File: src/rtl/multicycle_control_fsm_pkg.sv
// Shared state encodings, RV32I opcode constants and datapath select codes for the
// multi-cycle core sequencer and the ALU control unit.
package multicycle_control_fsm_pkg;

   typedef enum logic [2:0] {
      ST_IF   = 3'd0,
      ST_ID   = 3'd1,
      ST_EX   = 3'd2,
      ST_MEM  = 3'd3,
      ST_WB   = 3'd4,
      ST_HALT = 3'd5
   } state_e;

   localparam logic [6:0] OP_ARITH     = 7'b0110011;
   localparam logic [6:0] OP_ARITH_IMM = 7'b0010011;
   localparam logic [6:0] OP_LOAD      = 7'b0000011;
   localparam logic [6:0] OP_STORE     = 7'b0100011;
   localparam logic [6:0] OP_BRANCH    = 7'b1100011;
   localparam logic [6:0] OP_JAL       = 7'b1101111;
   localparam logic [6:0] OP_JALR      = 7'b1100111;
   localparam logic [6:0] OP_ECALL     = 7'b1110011;

   localparam logic [1:0] M2R_ALUOUT = 2'd0;
   localparam logic [1:0] M2R_MDR    = 2'd1;
   localparam logic [1:0] M2R_PC     = 2'd2;

   localparam logic [1:0] SRCA_PC     = 2'd0;
   localparam logic [1:0] SRCA_RS1    = 2'd1;
   localparam logic [1:0] SRCA_OLD_PC = 2'd2;

   localparam logic [1:0] SRCB_RS2  = 2'd0;
   localparam logic [1:0] SRCB_IMM  = 2'd1;
   localparam logic [1:0] SRCB_FOUR = 2'd2;

   localparam logic [1:0] ALUOP_ADD    = 2'd0;
   localparam logic [1:0] ALUOP_FUNCT  = 2'd1;
   localparam logic [1:0] ALUOP_BRANCH = 2'd2;

   function automatic logic is_known_opcode(input logic [6:0] op);
      logic known;
      case (op)
         OP_ARITH, OP_ARITH_IMM, OP_LOAD, OP_STORE,
         OP_BRANCH, OP_JAL, OP_JALR, OP_ECALL: known = 1'b1;
         default:                              known = 1'b0;
      endcase
      return known;
   endfunction

endpackage

File: src/rtl/multicycle_control_fsm_next_state.sv
// Combinational next-state logic for the multi-cycle sequencer; reset handling
// lives with the state register in the top.
module multicycle_next_state
   import multicycle_control_fsm_pkg::*;
(
   input  state_e     state,
   input  logic [6:0] opcode,
   input  logic       mem_ready,
   input  logic       halt_req,
   output state_e     next_state
);

   always_comb begin
      next_state = state;
      case (state)
         ST_IF: begin
            if (mem_ready) next_state = ST_ID;
         end
         ST_ID: begin
            if (opcode == OP_ECALL)           next_state = halt_req ? ST_HALT : ST_IF;
            else if (!is_known_opcode(opcode)) next_state = ST_IF;
            else                               next_state = ST_EX;
         end
         ST_EX: begin
            case (opcode)
               OP_ARITH, OP_ARITH_IMM: next_state = ST_WB;
               OP_LOAD, OP_STORE:      next_state = ST_MEM;
               default:                next_state = ST_IF;
            endcase
         end
         ST_MEM: begin
            // Only a load has a writeback; a store retires on its write acknowledge.
            if (mem_ready) next_state = (opcode == OP_LOAD) ? ST_WB : ST_IF;
         end
         ST_WB:   next_state = ST_IF;
         ST_HALT: next_state = ST_HALT;
         default: next_state = ST_IF;
      endcase
   end

endmodule

File: src/rtl/multicycle_control_fsm.sv
// Main sequencer of the multi-cycle RV32I core: state register plus per-state
// decode of every datapath enable and mux select.
module multicycle_control_fsm
   import multicycle_control_fsm_pkg::*;
(
   input  logic       clk,
   input  logic       reset,
   input  logic [6:0] opcode,
   input  logic       mem_ready,
   input  logic       bcond,
   input  logic       halt_req,
   output logic       pc_write,
   output logic       pc_write_cond,
   output logic       pc_enable,
   output logic       pc_source,
   output logic       i_or_d,
   output logic       mem_read,
   output logic       mem_write,
   output logic       ir_write,
   output logic       mdr_write,
   output logic       reg_write,
   output logic [1:0] mem_to_reg,
   output logic [1:0] alu_src_a,
   output logic [1:0] alu_src_b,
   output logic [1:0] alu_op_sel,
   output logic       is_halted
);

   state_e state_q;
   state_e state_d;

   multicycle_next_state u_next_state (
      .state      (state_q),
      .opcode     (opcode),
      .mem_ready  (mem_ready),
      .halt_req   (halt_req),
      .next_state (state_d)
   );

   always_ff @(posedge clk) begin
      if (reset) state_q <= ST_IF;
      else       state_q <= state_d;
   end

   always_comb begin
      pc_write      = 1'b0;
      pc_write_cond = 1'b0;
      pc_source     = 1'b0;
      i_or_d        = 1'b0;
      mem_read      = 1'b0;
      mem_write     = 1'b0;
      ir_write      = 1'b0;
      mdr_write     = 1'b0;
      reg_write     = 1'b0;
      mem_to_reg    = M2R_ALUOUT;
      alu_src_a     = SRCA_PC;
      alu_src_b     = SRCB_RS2;
      alu_op_sel    = ALUOP_ADD;
      is_halted     = 1'b0;
      // Reset gates every output so an in-flight request or a coincident
      // mem_ready cannot fire a write enable.
      if (!reset) begin
         case (state_q)
            ST_IF: begin
               mem_read  = 1'b1;
               alu_src_b = SRCB_FOUR;
               ir_write  = mem_ready;
               pc_write  = mem_ready;
            end
            ST_ID: begin
               alu_src_a = SRCA_OLD_PC;
               alu_src_b = SRCB_IMM;
            end
            ST_EX: begin
               case (opcode)
                  OP_ARITH: begin
                     alu_src_a  = SRCA_RS1;
                     alu_op_sel = ALUOP_FUNCT;
                  end
                  OP_ARITH_IMM: begin
                     alu_src_a  = SRCA_RS1;
                     alu_src_b  = SRCB_IMM;
                     alu_op_sel = ALUOP_FUNCT;
                  end
                  OP_LOAD, OP_STORE: begin
                     alu_src_a = SRCA_RS1;
                     alu_src_b = SRCB_IMM;
                  end
                  OP_BRANCH: begin
                     alu_src_a     = SRCA_RS1;
                     alu_op_sel    = ALUOP_BRANCH;
                     pc_write_cond = 1'b1;
                     pc_source     = 1'b1;
                  end
                  OP_JAL: begin
                     // Target old_pc+imm was already computed into ALUOut during ID.
                     pc_write   = 1'b1;
                     pc_source  = 1'b1;
                     reg_write  = 1'b1;
                     mem_to_reg = M2R_PC;
                  end
                  OP_JALR: begin
                     alu_src_a  = SRCA_RS1;
                     alu_src_b  = SRCB_IMM;
                     pc_write   = 1'b1;
                     reg_write  = 1'b1;
                     mem_to_reg = M2R_PC;
                  end
                  default: ;
               endcase
            end
            ST_MEM: begin
               i_or_d    = 1'b1;
               mem_read  = (opcode == OP_LOAD);
               mem_write = (opcode == OP_STORE);
               mdr_write = (opcode == OP_LOAD) && mem_ready;
            end
            ST_WB: begin
               reg_write  = 1'b1;
               mem_to_reg = (opcode == OP_LOAD) ? M2R_MDR : M2R_ALUOUT;
            end
            ST_HALT: is_halted = 1'b1;
            default: ;
         endcase
      end
      pc_enable = pc_write | (pc_write_cond & bcond);
   end

endmodule

File: config.mk
export PLATFORM = sky130hd
export DESIGN_NAME = multicycle_control_fsm
export DESIGN_NICKNAME = d
export VERILOG_FILES = /design/src/rtl/multicycle_control_fsm_pkg.sv /design/src/rtl/multicycle_control_fsm_next_state.sv /design/src/rtl/multicycle_control_fsm.sv
export SDC_FILE = /design/constraint.sdc
export NUM_CORES = 1
export LEC_CHECK = 0
export BUFFER_PORTS_ARGS = -buffer_cell sky130_fd_sc_hd__buf_2
export CAP_MARGIN = 20
export CORE_MARGIN = 4
export CORE_UTILIZATION = 30
export DETAILED_ROUTE_END_ITERATION = 10
export PLACE_DENSITY = 0.58
export RECOVER_POWER = 100
export SLEW_MARGIN = 20
export SYNTH_ARGS = -nofsm -noshare
export SYNTH_HDL_FRONTEND = slang
export SYNTH_HIERARCHICAL = 1
export SYNTH_SLANG_ARGS = --single-unit
File: constraint.sdc
create_clock -name clk -period 1.5 [get_ports clk]
set_input_delay 0.15 -clock clk [delete_from_list [all_inputs] [get_ports clk]]
set_output_delay 0.15 -clock clk [all_outputs]
set_load 0.01 [all_outputs]
==> results by group, run 1 <==
STA
  • Number of pins exceeding their max-slew limit in the final report: 0
  • Final worst path period share: 102%
  • RSZ-0062 raised after global routing: yes
  • Peak clock frequency supported by timing: 654 MHz
  • Transition time at the pin with the least slew margin: 0.330 ns
  • Hold violation count in the final report: 0
  • Worst Clk Skew: 0.00307 ns
  • Shortest period the worst path allows: 1.53 ns
  • Worst setup margin: -0.0300 ns
  • Final setup violation count: 5
  • Headroom to the max-slew limit: 78.0%

Placement
  • Gp weighted congestion: 0.821
  • Total half-perimeter wirelength after legalization and detailed placement: 1340 um
  • Pre-CTS setup slack: 0.0287 ns
  • Port Buf Inserts: 30
  • Total placed cells including tap cells: 138

Critical path
  • WP buf/inv: 2
  • CP max stage delay: 0.40 ns
  • Critical-path top delay cell: sky130_fd_sc_hd__dfxtp_4
  • Startpoint type of the worst setup path: register
  • Kind of cell adding the most delay to the critical path: flip-flops
  • Worst Path Class, Setup: reg -> out
  • Endpoint arrival time on the critical path: 1.38 ns
  • Maximum fanout count along the critical path: 8
  • Critical Path, Cell by Cell: buf_6 > and4bb_2 > nand2b_1 > o21bai_1 > buf_2
  • Data required time of the worst path: 1.35 ns
  • Critical path endpoint category: primary output

Final layout
  • Register with the most flip-flops: state_q
  • Nets: 132
  • Layout-stage area growth over the synthesis result: 69.9%
  • Fillcell total: 169
  • Number of antenna diodes: 0
  • Fin cells: 144
  • Regs by FF count: state_q: 3 flops
  • Area taken by multi-input logic gates: 528 um^2
  • Number of flip-flops under the largest register name: 3
  • Share of final-layout standard cells stronger than drive strength 1: 50.4%
  • Area occupied by registers: 71.3 um^2

Floorplan
  • Count of boundary I/O pins: 31
  • Initial Utilization: 31.6%
  • Width of the die: 50.4 um
  • Total core area: 1710 um^2
  • Area enclosed by the die boundary: 2540 um^2
  • Cell row count: 15
  • Die Y-Extent: 50.4 um

Synthesis
  • Netlist area before placement: 541 um^2
  • Async set-or-reset flop fraction in the synthesized netlist: 0%
  • Net count after synthesis: 88
  • Post-synthesis cell type with the largest combined area: sky130_fd_sc_hd__dfxtp_1
  • Seq cells post-synth: 3
  • Leading cell types by count after synthesis: sky130_fd_sc_hd__nor2_1 (6), sky130_fd_sc_hd__a21oi_1 (5), sky130_fd_sc_hd__nand2_1 (5), sky130_fd_sc_hd__nand2b_1 (5), sky130_fd_sc_hd__nor3_1 (5)
  • Share of Yosys cell area claimed by the top area cell type: 11.1%
  • Instance count of the mapped netlist: 76
  • Fraction of the mapped netlist area in adder cells: 0%
  • Basic-gate share of the synthesized area counting and, or, nand and nor cells: 58.8%
  • Synthesis warning total: 6
  • Mean cell area of the mapped netlist: 7.11 um^2
  • Unique cell type count in the Yosys netlist: 40
  • Sequential share of the synthesized area: 11.1%
  • EDFF count, synth: 0
  • Dominant synthesized flop cell: sky130_fd_sc_hd__dfxtp_1
  • Main combinational cell family by area after synthesis: simple AND/OR/NAND/NOR gates
  • Xor/xnor cell area share of the yosys netlist: 0%
  • Post-synthesis mux area share: 1.85%
  • Area fraction in compound gates after synthesis: 24.8%
  • Cell with the most instances after synthesis: sky130_fd_sc_hd__nor2_1
  • Largest cells by area after synthesis: sky130_fd_sc_hd__dfxtp_1 (11%), sky130_fd_sc_hd__nand2b_1 (5.8%), sky130_fd_sc_hd__a21oi_1 (4.6%)

Power and ir drop
  • Switch Pwr: 0.116 mW
  • Power per unit of standard cell area: 386 nW/um^2
  • Internal power: 0.238 mW
  • Clock power frac: 39.9%
  • Leakage power: 0.387 nW
  • Total power of the final layout: 0.355 mW
  • Peak supply drop: 381 uV
  • Sequential fraction of design power: 23.5%
  • Proportion of total power due to net switching: 32.8%
  • Comb power frac: 36.6%

CTS
  • Clk pin slew, worst setup/hold paths: 0.04 ns
  • Clock latency on the worst-skew pair: 0.23 ns
  • H-Tree Depth: 1
  • TritonCTS clock tree: done
  • TritonCTS sink count: 3
  • Post-cts hold buffer count: 0
  • CTS Buf Count: 3
  • CTS Root Buffer Type: sky130_fd_sc_hd__clkbuf_4
  • Number of buffers on the longest clock path: 2

Detailed routing
  • Post-detailed-route DRC marker count: 0
  • Number of nets still failing antenna checks after routing: 0
  • Initial detailed-routing violation count: 10
  • Total Wirelength: 1840 um
  • First-pass iteration count of the detailed router: 4
  • Via-per-instance ratio: 5.16
  • Count of vias placed by the detailed router: 743
  • Average routed wire per standard cell: 12.8 um

Status
  • Violated checks: setup timing
  • Outcome: complete, but fails checks

GRT
  • Leftover overflow at the end of global routing: 0
  • Met2 track utilization from global routing: 23.7%
  • Overall global routing resource usage: 13.5%
  • Initial antenna violation count: 0
  • Most used routing layer: met2
  • GR Util met3: 2.97%
  • Maximum number of pins on one net before global-route repair: 13
  • Met1 track utilization from global routing: 17.9%
  • Number of global-route vias before repair: 661
  • First-pass GRT wire length: 2850 um

Min path
  • Class of the worst hold path: in -> reg

Run
  • Count of max-cap constraint violations: 0
[power groups by stage]
stage	clock network, mW	registers [mW]	logic, mW
4_1_cts	0.145	0.0838	0.124
2_1_floorplan	0	0.0878	0.0545
5_1_grt	0.153	0.0841	0.142
3_5_place_dp	0	0.0876	0.119
6_report	0.142	0.0836	0.130
3_3_place_gp	0	0.0875	0.117
[cells by family after synthesis]
group                  count (synthesis)
AOI/OAI and AO/OA                     19
muxes                                  1
DFF                                    3
buffers and inverters                  5
and+or+nand+nor                       48
[timing repair]
item                                    in CTS  in global routing
pin swaps                                    5                  5
endpoints found under the setup margin      13                 14
buffers inserted                             2                  0
gates resized for setup                     11                  9
[layer usage]
| metal | up-vias | part of all wire [%] |
|---|---|---|
| met5 | - | 0 |
| met4 | 0 | 0 |
| met3 | 0 | 6.1 |
| met2 | 18 | 47 |
| met1 | 351 | 47 |
| li1 | 374 | - |
[cell usage in the layout (no fill, tap or decap), drive strengths merged]
cell and instances:
nor4b 2, a21o 2, nor2 6, nor2b 4, a21oi 5, nand2b 5
buf 36, o21ai 3, o21a 1, nor4 1, or2 2, a211oi 1
and4 2, o22ai 2, nor3 6, nand3 2, a31o 1, o2bb2ai 1
a22oi 1, o41a 1, and3 2, dfxtp 3, and2 1, inv 4
or2b 1, nand4 1, mux2i 1, and4bb 2, nor3b 2, nand2 6
o21bai 1, clkbuf 8, or4 3
[cell type report]
| class | count | area share (%) |
|---|---|---|
| Sequential cell | 3 | 7.77 |
| Tap cell | 25 | 3.41 |
| Multi-Input combinational cell | 68 | 57.5 |
| Inverter | 4 | 1.63 |
| Clock buffer | 4 | 2.86 |
| Timing Repair Buffer | 40 | 26.8 |
[through the flow]
stage               instance area, um^2  TNS (ns)  util (%)  hold slack [ns]
global route                        918    -0.980      53.8            0.283
finish                              918    -0.113      53.8            0.256
detailed placement                  785         0      45.9            0.468
global placement                    785         0      45.9            0.464
CTS                                 873    -0.109      51.1            0.249
floorplan                           547         0         -            0.390
[worst paths after layout]
| check | start | to | slack, ns | depth (start not counted) |
|---|---|---|---|---|
| worst min-delay path | reset | state_q[2]$_SDFF_PP0_ | 0.26 | 2 |
| worst max register to register | state_q[2]$_SDFF_PP0_ | state_q[2]$_SDFF_PP0_ | 0.05 | 5 |
| worst max-delay path | state_q[1]$_SDFF_PP0_ | mem_read | -0.03 | 5 |
| worst min register to register | state_q[1]$_SDFF_PP0_ | state_q[1]$_SDFF_PP0_ | 0.77 | 3 |
Note: power is estimated with default switching activity, not from simulation.
==> inputs of run 2 (changes only) <==
--- a/config.mk
+++ b/config.mk
@@ -8,9 +8,9 @@
 export BUFFER_PORTS_ARGS = -buffer_cell sky130_fd_sc_hd__buf_2
 export CAP_MARGIN = 20
 export CORE_MARGIN = 4
-export CORE_UTILIZATION = 30
+export CORE_UTILIZATION = 38
 export DETAILED_ROUTE_END_ITERATION = 10
-export PLACE_DENSITY = 0.58
+export PLACE_DENSITY_LB_ADDON = 0.1
 export RECOVER_POWER = 100
 export SLEW_MARGIN = 20
 export SYNTH_ARGS = -nofsm -noshare
==> constraint.sdc (replaced) <==
create_clock -name clk -period 1.4 [get_ports clk]
set_input_delay 0.14 -clock clk [delete_from_list [all_inputs] [get_ports clk]]
set_output_delay 0.14 -clock clk [all_outputs]
set_load 0.01 [all_outputs]
==> results by group, run 2 (synthesis gave the netlist of run 1 again) <==
Status
  • Outcome: complete, but fails checks
  • Violated checks: setup timing

Min path
  • HP Start: reset
  • Class of the worst hold path: in -> reg

GRT
  • Number of global-route vias before repair: 695 (+5.1%)
  • Leftover overflow at the end of global routing: 0 (unchanged)
  • Maximum number of pins on one net before global-route repair: 11 (-2)
  • Initial antenna violation count: 0 (unchanged)
  • Overall global routing resource usage: 19.3% (+5.8 points)
  • First-pass GRT wire length: 2970 um (+4.4%)

Placement
  • Total placed cells including tap cells: 136 (-1.4%)
  • Gp weighted congestion: 0.846 (+3.0%)
  • Total half-perimeter wirelength after legalization and detailed placement: 1440 um (+7.3%)
  • Post-DP Area: 832 um^2 (+6.1%)
  • Port Buf Inserts: 30 (unchanged)

STA
  • Shortest period the worst path allows: 1.50 ns
  • Worst setup margin: -0.0958 ns (-0.0658 ns)
  • Headroom to the max-slew limit: 78.9% (+0.90 points)
  • Hold WS: 0.250 ns (-0.00544 ns)
  • Final setup violation count: 15 (+10)
  • Final worst path period share: 107%
  • Peak clock frequency supported by timing: 669 MHz
  • Hold violation count in the final report: 0 (unchanged)
  • RSZ-0062 raised after global routing: yes
  • Number of pins exceeding their max-slew limit in the final report: 0 (unchanged)
  • Worst Clk Skew: 0.00683 ns (+0.00376 ns)
  • Transition time at the pin with the least slew margin: 0.315 ns (-0.0145 ns)

CTS
  • Post-cts hold buffer count: 0 (unchanged)
  • TritonCTS sink count: 3 (unchanged)
  • TritonCTS clock tree: done
  • CTS Buf Count: 3 (unchanged)
  • CTS Root Buffer Type: sky130_fd_sc_hd__clkbuf_4
  • Clock latency on the worst-skew pair: 0.23 ns (about the same)
  • Clk pin slew, worst setup/hold paths: 0.03 ns (about the same)
  • Number of buffers on the longest clock path: 2 (unchanged)
  • H-Tree Depth: 1 (unchanged)

Floorplan
  • Die Y-Extent: 45.7 um (-9.4%)
  • Total core area: 1320 um^2 (-23%)
  • Cell row count: 13 (-2)
  • Count of boundary I/O pins: 31 (unchanged)
  • Width of the die: 45.7 um (-9.4%)
  • Area enclosed by the die boundary: 2090 um^2 (-18%)
  • Initial Utilization: 41.0% (+9.4 points)

Critical path
  • Launching instance or port of the critical path: state_q[2]$_SDFF_PP0_
  • Worst Path Class, Setup: reg -> out
  • Critical path endpoint category: primary output
  • Reg-to-Reg Start: state_q[2]$_SDFF_PP0_
  • Maximum fanout count along the critical path: 7 (-1)
  • Startpoint type of the worst setup path: register
  • Data required time of the worst path: 1.26 ns (-0.09 ns)
  • Endpoint arrival time on the critical path: 1.36 ns (-0.02 ns)
  • Reg-to-reg slack, setup: -0.07 ns (-0.12 ns)

Final layout
  • Register with the most flip-flops: state_q
  • Nets: 142 (+7.6%)
  • Most frequent cells in the layout: sky130_fd_sc_hd__buf_2 (25), sky130_fd_sc_hd__buf_4 (19), sky130_fd_sc_hd__nor2_1 (6), sky130_fd_sc_hd__buf_6 (6)
  • Final standard cell area without fillers: 1000 um^2 (+9.3%)
  • Number of flip-flops under the largest register name: 3 (unchanged)
  • Most common cell after layout, fill and taps aside: sky130_fd_sc_hd__buf_2
  • Share of final-layout standard cells stronger than drive strength 1: 58.1% (+7.7 points)
  • Fin cells: 144 (unchanged)
  • Layout-stage area growth over the synthesis result: 85.6%
  • Number of antenna diodes: 0 (unchanged)
  • Regs by FF count: state_q: 3 flops
  • Fillcell total: 103 (-39%)

Detailed routing
  • Post-detailed-route DRC marker count: 0 (unchanged)
  • Number of nets still failing antenna checks after routing: 0 (unchanged)
  • Initial detailed-routing violation count: 14 (+4)
  • Total Wirelength: 2030 um (+10%)
  • First-pass iteration count of the detailed router: 4 (unchanged)
  • Via-per-instance ratio: 5.63 (+9.2%)
  • Average routed wire per standard cell: 14.1 um (+10%)
  • Count of vias placed by the detailed router: 811 (+9.2%)

Power and ir drop
  • Power per unit of standard cell area: 405 nW/um^2 (+4.8%)
  • Peak supply drop: 382 uV (about the same)
  • Leakage power: 0.461 nW (+19%)

Run
  • Count of max-cap constraint violations: 0 (unchanged)
run 2: what timing repair did:
| action | 4_1_cts | 5_1_grt |
|---|---|---|
| gates cloned | 0 | 0 |
| setup endpoints to repair | 18 | 18 |
| gates resized for setup | 18 | 5 |
| pin swaps | 6 | 1 |
| buffers inserted | 3 | 1 |
run 2: worst paths after layout:
check                     endpoint  depth (start not counted)
max reg2reg  state_q[2]$_SDFF_PP0_                          5
min          state_q[2]$_SDFF_PP0_                          2
min reg2reg  state_q[0]$_SDFF_PP0_                          5
max                  alu_op_sel[0]                          4
run 2: power breakdown:
part | internal [mW] | switching (mW) | leakage [nW]
Combinational | 0.0809 | 0.0826 | 0.419
Sequential | 0.0838 | 0.00529 | 0.0266
Clock | 0.107 | 0.0468 | 0.0150
Total | 0.272 | 0.135 | 0.461
run 2: stage by stage:
stage | power (mW) | util, % | setup slack [ns] | TNS [ns]
2_1_floorplan | 0.153 | - | -0.00865 | -0.00865
3_3_place_gp | 0.229 | 63.2 | -0.0264 | -0.0413
3_5_place_dp | 0.231 | 63.2 | -0.0696 | -0.143
4_1_cts | 0.399 | 73.4 | -0.107 | -1.01
5_1_grt | 0.435 | 76.2 | -0.174 | -2.03
6_report | 0.406 | 76.2 | -0.0958 | -0.854
run 2: critical path: stages, from the launching register on:
cell and delay, ns:
sky130_fd_sc_hd__dfxtp_4 0.37, sky130_fd_sc_hd__nor4b_4 0.31, sky130_fd_sc_hd__buf_4 0.18, sky130_fd_sc_hd__and3_4 0.17, sky130_fd_sc_hd__buf_6 0.09
run 2: layout make-up:
type | instances | area (um^2) | share of cell area (%)
tap | 15 | 18.8 | 1.87
clock buffer | 4 | 26.3 | 2.62
timing repair buffer | 50 | 335 | 33.4
sequential | 3 | 71.3 | 7.11
multi-input combinational | 68 | 537 | 53.5
inverter | 4 | 15.0 | 1.50
run 2: layer usage:
layer	track usage [%]	routed length (um)	part of all wire, %	vias up
li1	-	-	-	394
met1	23.6	891	44	374
met2	33.7	1000	49	43
met3	2.77	137	6.7	0
met4	6.82	0	0	0
met5	0	0	0	-
==> inputs of run 3 (changes only) <==
--- a/config.mk
+++ b/config.mk
@@ -5,10 +5,11 @@
 export SDC_FILE = /design/constraint.sdc
 export NUM_CORES = 1
 export LEC_CHECK = 0
+export ABC_AREA = 1
 export BUFFER_PORTS_ARGS = -buffer_cell sky130_fd_sc_hd__buf_2
 export CAP_MARGIN = 20
 export CORE_MARGIN = 4
-export CORE_UTILIZATION = 38
+export CORE_UTILIZATION = 40
 export DETAILED_ROUTE_END_ITERATION = 10
 export PLACE_DENSITY_LB_ADDON = 0.1
 export RECOVER_POWER = 100
==> results by group, run 3 <==
Status
  • Outcome: finished, final reports clean

Final layout
  • Number of flip-flops under the largest register name: 3 (unchanged)
  • Layout-stage area growth over the synthesis result: 47.9%
  • Most frequent cells in the layout: sky130_fd_sc_hd__nand2_1 (30), sky130_fd_sc_hd__buf_2 (29), sky130_fd_sc_hd__inv_1 (20)
  • Nets: 176 (+24%)
  • Number of antenna diodes: 0 (unchanged)
  • Fin cells: 179 (+24%)
  • Regs by FF count: state_q: 3 flops
  • Most common cell after layout, fill and taps aside: sky130_fd_sc_hd__nand2_1
  • Area occupied by registers: 71.3 um^2 (unchanged)
  • Share of final-layout standard cells stronger than drive strength 1: 47.9% (-10 points)
  • Area taken by multi-input logic gates: 507 um^2 (-5.6%)
  • Fillcell total: 144 (+40%)
  • Register with the most flip-flops: state_q

Detailed routing
  • Number of nets still failing antenna checks after routing: 0 (unchanged)
  • Via-per-instance ratio: 4.58 (-19%)
  • Average routed wire per standard cell: 10.5 um (-26%)
  • First-pass iteration count of the detailed router: 4 (unchanged)
  • Initial detailed-routing violation count: 18 (+4)
  • Post-detailed-route DRC marker count: 0 (unchanged)
  • Total Wirelength: 1880 um (-7.5%)
  • Count of vias placed by the detailed router: 820 (+1.1%)

Synthesis
  • Sequential share of the synthesized area: 9.39% (-1.7 points)
  • Cell with the most instances after synthesis: sky130_fd_sc_hd__nand2_1
  • Largest cells by area after synthesis: sky130_fd_sc_hd__nand2_1 (20%), sky130_fd_sc_hd__inv_1 (12%), sky130_fd_sc_hd__nor2_1 (11%)
  • Dominant synthesized flop cell: sky130_fd_sc_hd__dfxtp_1
  • Post-synthesis cell type with the largest combined area: sky130_fd_sc_hd__nand2_1
  • Netlist area before placement: 639 um^2 (+18%)
  • Unique cell type count in the Yosys netlist: 21 (-48%)
  • Mean cell area of the mapped netlist: 5.20 um^2 (-27%)
  • EDFF count, synth: 0 (unchanged)
  • Synthesis warning total: 6 (unchanged)
  • Leading cell types by count after synthesis: sky130_fd_sc_hd__nand2_1 (34), sky130_fd_sc_hd__inv_1 (20), sky130_fd_sc_hd__nor2_1 (18)
  • Async set-or-reset flop fraction in the synthesized netlist: 0% (unchanged)
  • Share of Yosys cell area claimed by the top area cell type: 20.0% (+8.8 points)
  • Instance count of the mapped netlist: 123 (+62%)
  • Seq cells post-synth: 3 (unchanged)
  • Net count after synthesis: 135 (+53%)

STA
  • Worst Clk Skew: 0.00477 ns (-0.00206 ns)
  • Hold violation count in the final report: 0 (unchanged)
  • Transition time at the pin with the least slew margin: 0.277 ns (-0.0378 ns)
  • Shortest period the worst path allows: 1.40 ns (-0.0958 ns)
  • Number of pins exceeding their max-slew limit in the final report: 0 (unchanged)
  • Headroom to the max-slew limit: 81.5% (+2.6 points)
  • Total negative slack for setup checks: 0 ns (+0.854 ns)
  • Worst setup margin: 0.00000200 ns (+0.0958 ns)
  • Peak clock frequency supported by timing: 714 MHz (+6.8%)
  • RSZ-0062 raised after global routing: yes
  • Final worst path period share: 100% (-6.8 points)
  • Final setup violation count: 0 (-15)

GRT
  • Leftover overflow at the end of global routing: 0 (unchanged)
  • Maximum number of pins on one net before global-route repair: 9 (-2)
  • Number of global-route vias before repair: 653 (-6.0%)
  • Initial antenna violation count: 0 (unchanged)
  • Overall global routing resource usage: 15.2% (-4.1 points)
  • First-pass GRT wire length: 2640 um (-11%)

Critical path
  • Startpoint type of the worst setup path: register
  • Reg2reg path depth: 9 (+4)
  • Worst Path Class, Setup: reg -> out
  • Maximum fanout count along the critical path: 8 (+1)
  • Reg-to-reg slack, setup: 0.30 ns (+0.37 ns)
  • Critical path endpoint category: primary output
  • Data required time of the worst path: 1.26 ns (about the same)
  • Endpoint arrival time on the critical path: 1.26 ns (-0.10 ns)

Placement
  • Gp weighted congestion: 0.789 (-6.7%)
  • Total half-perimeter wirelength after legalization and detailed placement: 1400 um (-2.6%)
  • Pre-CTS setup slack: 0.160 ns (+0.230 ns)
  • Total placed cells including tap cells: 169 (+24%)
  • Port Buf Inserts: 30 (unchanged)

CTS
  • Clock latency on the worst-skew pair: 0.24 ns (about the same)
  • Clk pin slew, worst setup/hold paths: 0.04 ns (about the same)
  • Number of buffers on the longest clock path: 2 (unchanged)
  • CTS Root Buffer Type: sky130_fd_sc_hd__clkbuf_4
  • TritonCTS clock tree: done
  • TritonCTS sink count: 3 (unchanged)
  • H-Tree Depth: 1 (unchanged)
  • CTS Buf Count: 3 (unchanged)

Min path
  • Class of the worst hold path: in -> reg
  • Hold Path Cell Cnt: 2 (unchanged)

Power and ir drop
  • Leakage power: 0.609 nW (+32%)
  • Peak supply drop: 293 uV (-23%)
  • Power per unit of standard cell area: 411 nW/um^2 (+1.4%)

Floorplan
  • Area enclosed by the die boundary: 2300 um^2 (+10%)
  • Total core area: 1510 um^2 (+14%)
  • Width of the die: 48.0 um (+5.0%)
  • Count of boundary I/O pins: 31 (unchanged)
  • Die Y-Extent: 48.0 um (+5.0%)
  • Cell row count: 14 (+1)
  • Initial Utilization: 42.4% (+1.4 points)

Run
  • Count of max-cap constraint violations: 0 (unchanged)
[run 3: changes by cell type after synthesis, moves of 4 or more]
cell / previous run / this run
sky130_fd_sc_hd__a21oi_1: 5 / 1
sky130_fd_sc_hd__inv_1: 4 / 20
sky130_fd_sc_hd__inv_2: 0 / 8
sky130_fd_sc_hd__nand2_1: 5 / 34
sky130_fd_sc_hd__nand2_2: 1 / 5
sky130_fd_sc_hd__nand2b_1: 5 / 0
sky130_fd_sc_hd__nand3_1: 2 / 11
sky130_fd_sc_hd__nor2_1: 6 / 18
sky130_fd_sc_hd__nor2_2: 0 / 6
sky130_fd_sc_hd__nor2b_1: 4 / 0
[run 3: final cells by class]
cell class | instances | area share, %
clock buffers | 4 | 2.78
inverters | 29 | 12.3
multi-input cells | 91 | 53.6
flip-flops and latches | 3 | 7.54
well taps | 16 | 2.12
repair buffers | 36 | 21.7
[run 3: metrics by stage]
stage	total power, mW	instance area, um^2	util (%)	hold slack, ns
3_3_place_gp	0.216	810	53.7	0.369
6_report	0.389	946	62.8	0.136
2_1_floorplan	0.168	639	-	0.211
5_1_grt	0.416	946	62.8	0.132
3_5_place_dp	0.217	810	53.7	0.381
4_1_cts	0.379	861	57.1	0.126
[run 3: cells by family after synthesis]
| kind of cell | Yosys count | share of synthesized area, % |
|---|---|---|
| and+or+nand+nor | 88 | 70.6 |
| DFF | 3 | 9.39 |
| AOI/OAI and AO/OA | 3 | 2.93 |
| buffers and inverters | 29 | 17.0 |
[run 3: repair_timing]
action	CTS	global route
resized for setup	7	15
buffers inserted	1	5
pin swaps	1	4
setup endpoints to repair	12	14
hold buffers	0	0
[run 3: per-layer routing]
metal	routed length [um]	share of wire (%)	GRT usage, %	vias to the layer above
met2	932	50	27.4	19
met1	839	45	19.9	349
li1	-	-	-	452
met5	0	0	0	-
met3	105	5.6	0.376	0
met4	0	0	3.23	0
[run 3: critical path, cell delays in order, from the launching register on]
cell and delay (ns):
sky130_fd_sc_hd__dfxtp_4 0.36, sky130_fd_sc_hd__inv_6 0.08, sky130_fd_sc_hd__nand2_4 0.06, sky130_fd_sc_hd__nor2_8 0.17, sky130_fd_sc_hd__nand3_2 0.11, sky130_fd_sc_hd__nand3_2 0.09, sky130_fd_sc_hd__buf_2 0.14
[run 3: worst paths after layout]
kind,from,end
worst max-delay path,state_q[0]$_SDFF_PP0_,reg_write
worst min-delay path,reset,state_q[2]$_SDFF_PP0_
worst max register to register,state_q[0]$_SDFF_PP0_,state_q[0]$_SDFF_PP0_
worst min register to register,state_q[2]$_SDFF_PP0_,state_q[1]$_SDFF_PP0_
[run 3: power breakdown]
| group | internal [mW] | leakage, nW | switching [mW] |
|---|---|---|---|
| Clock | 0.107 | 0.0150 | 0.0527 |
| Sequential | 0.0835 | 0.0266 | 0.00401 |
| Combinational | 0.0526 | 0.568 | 0.0884 |
| Total | 0.243 | 0.609 | 0.145 |
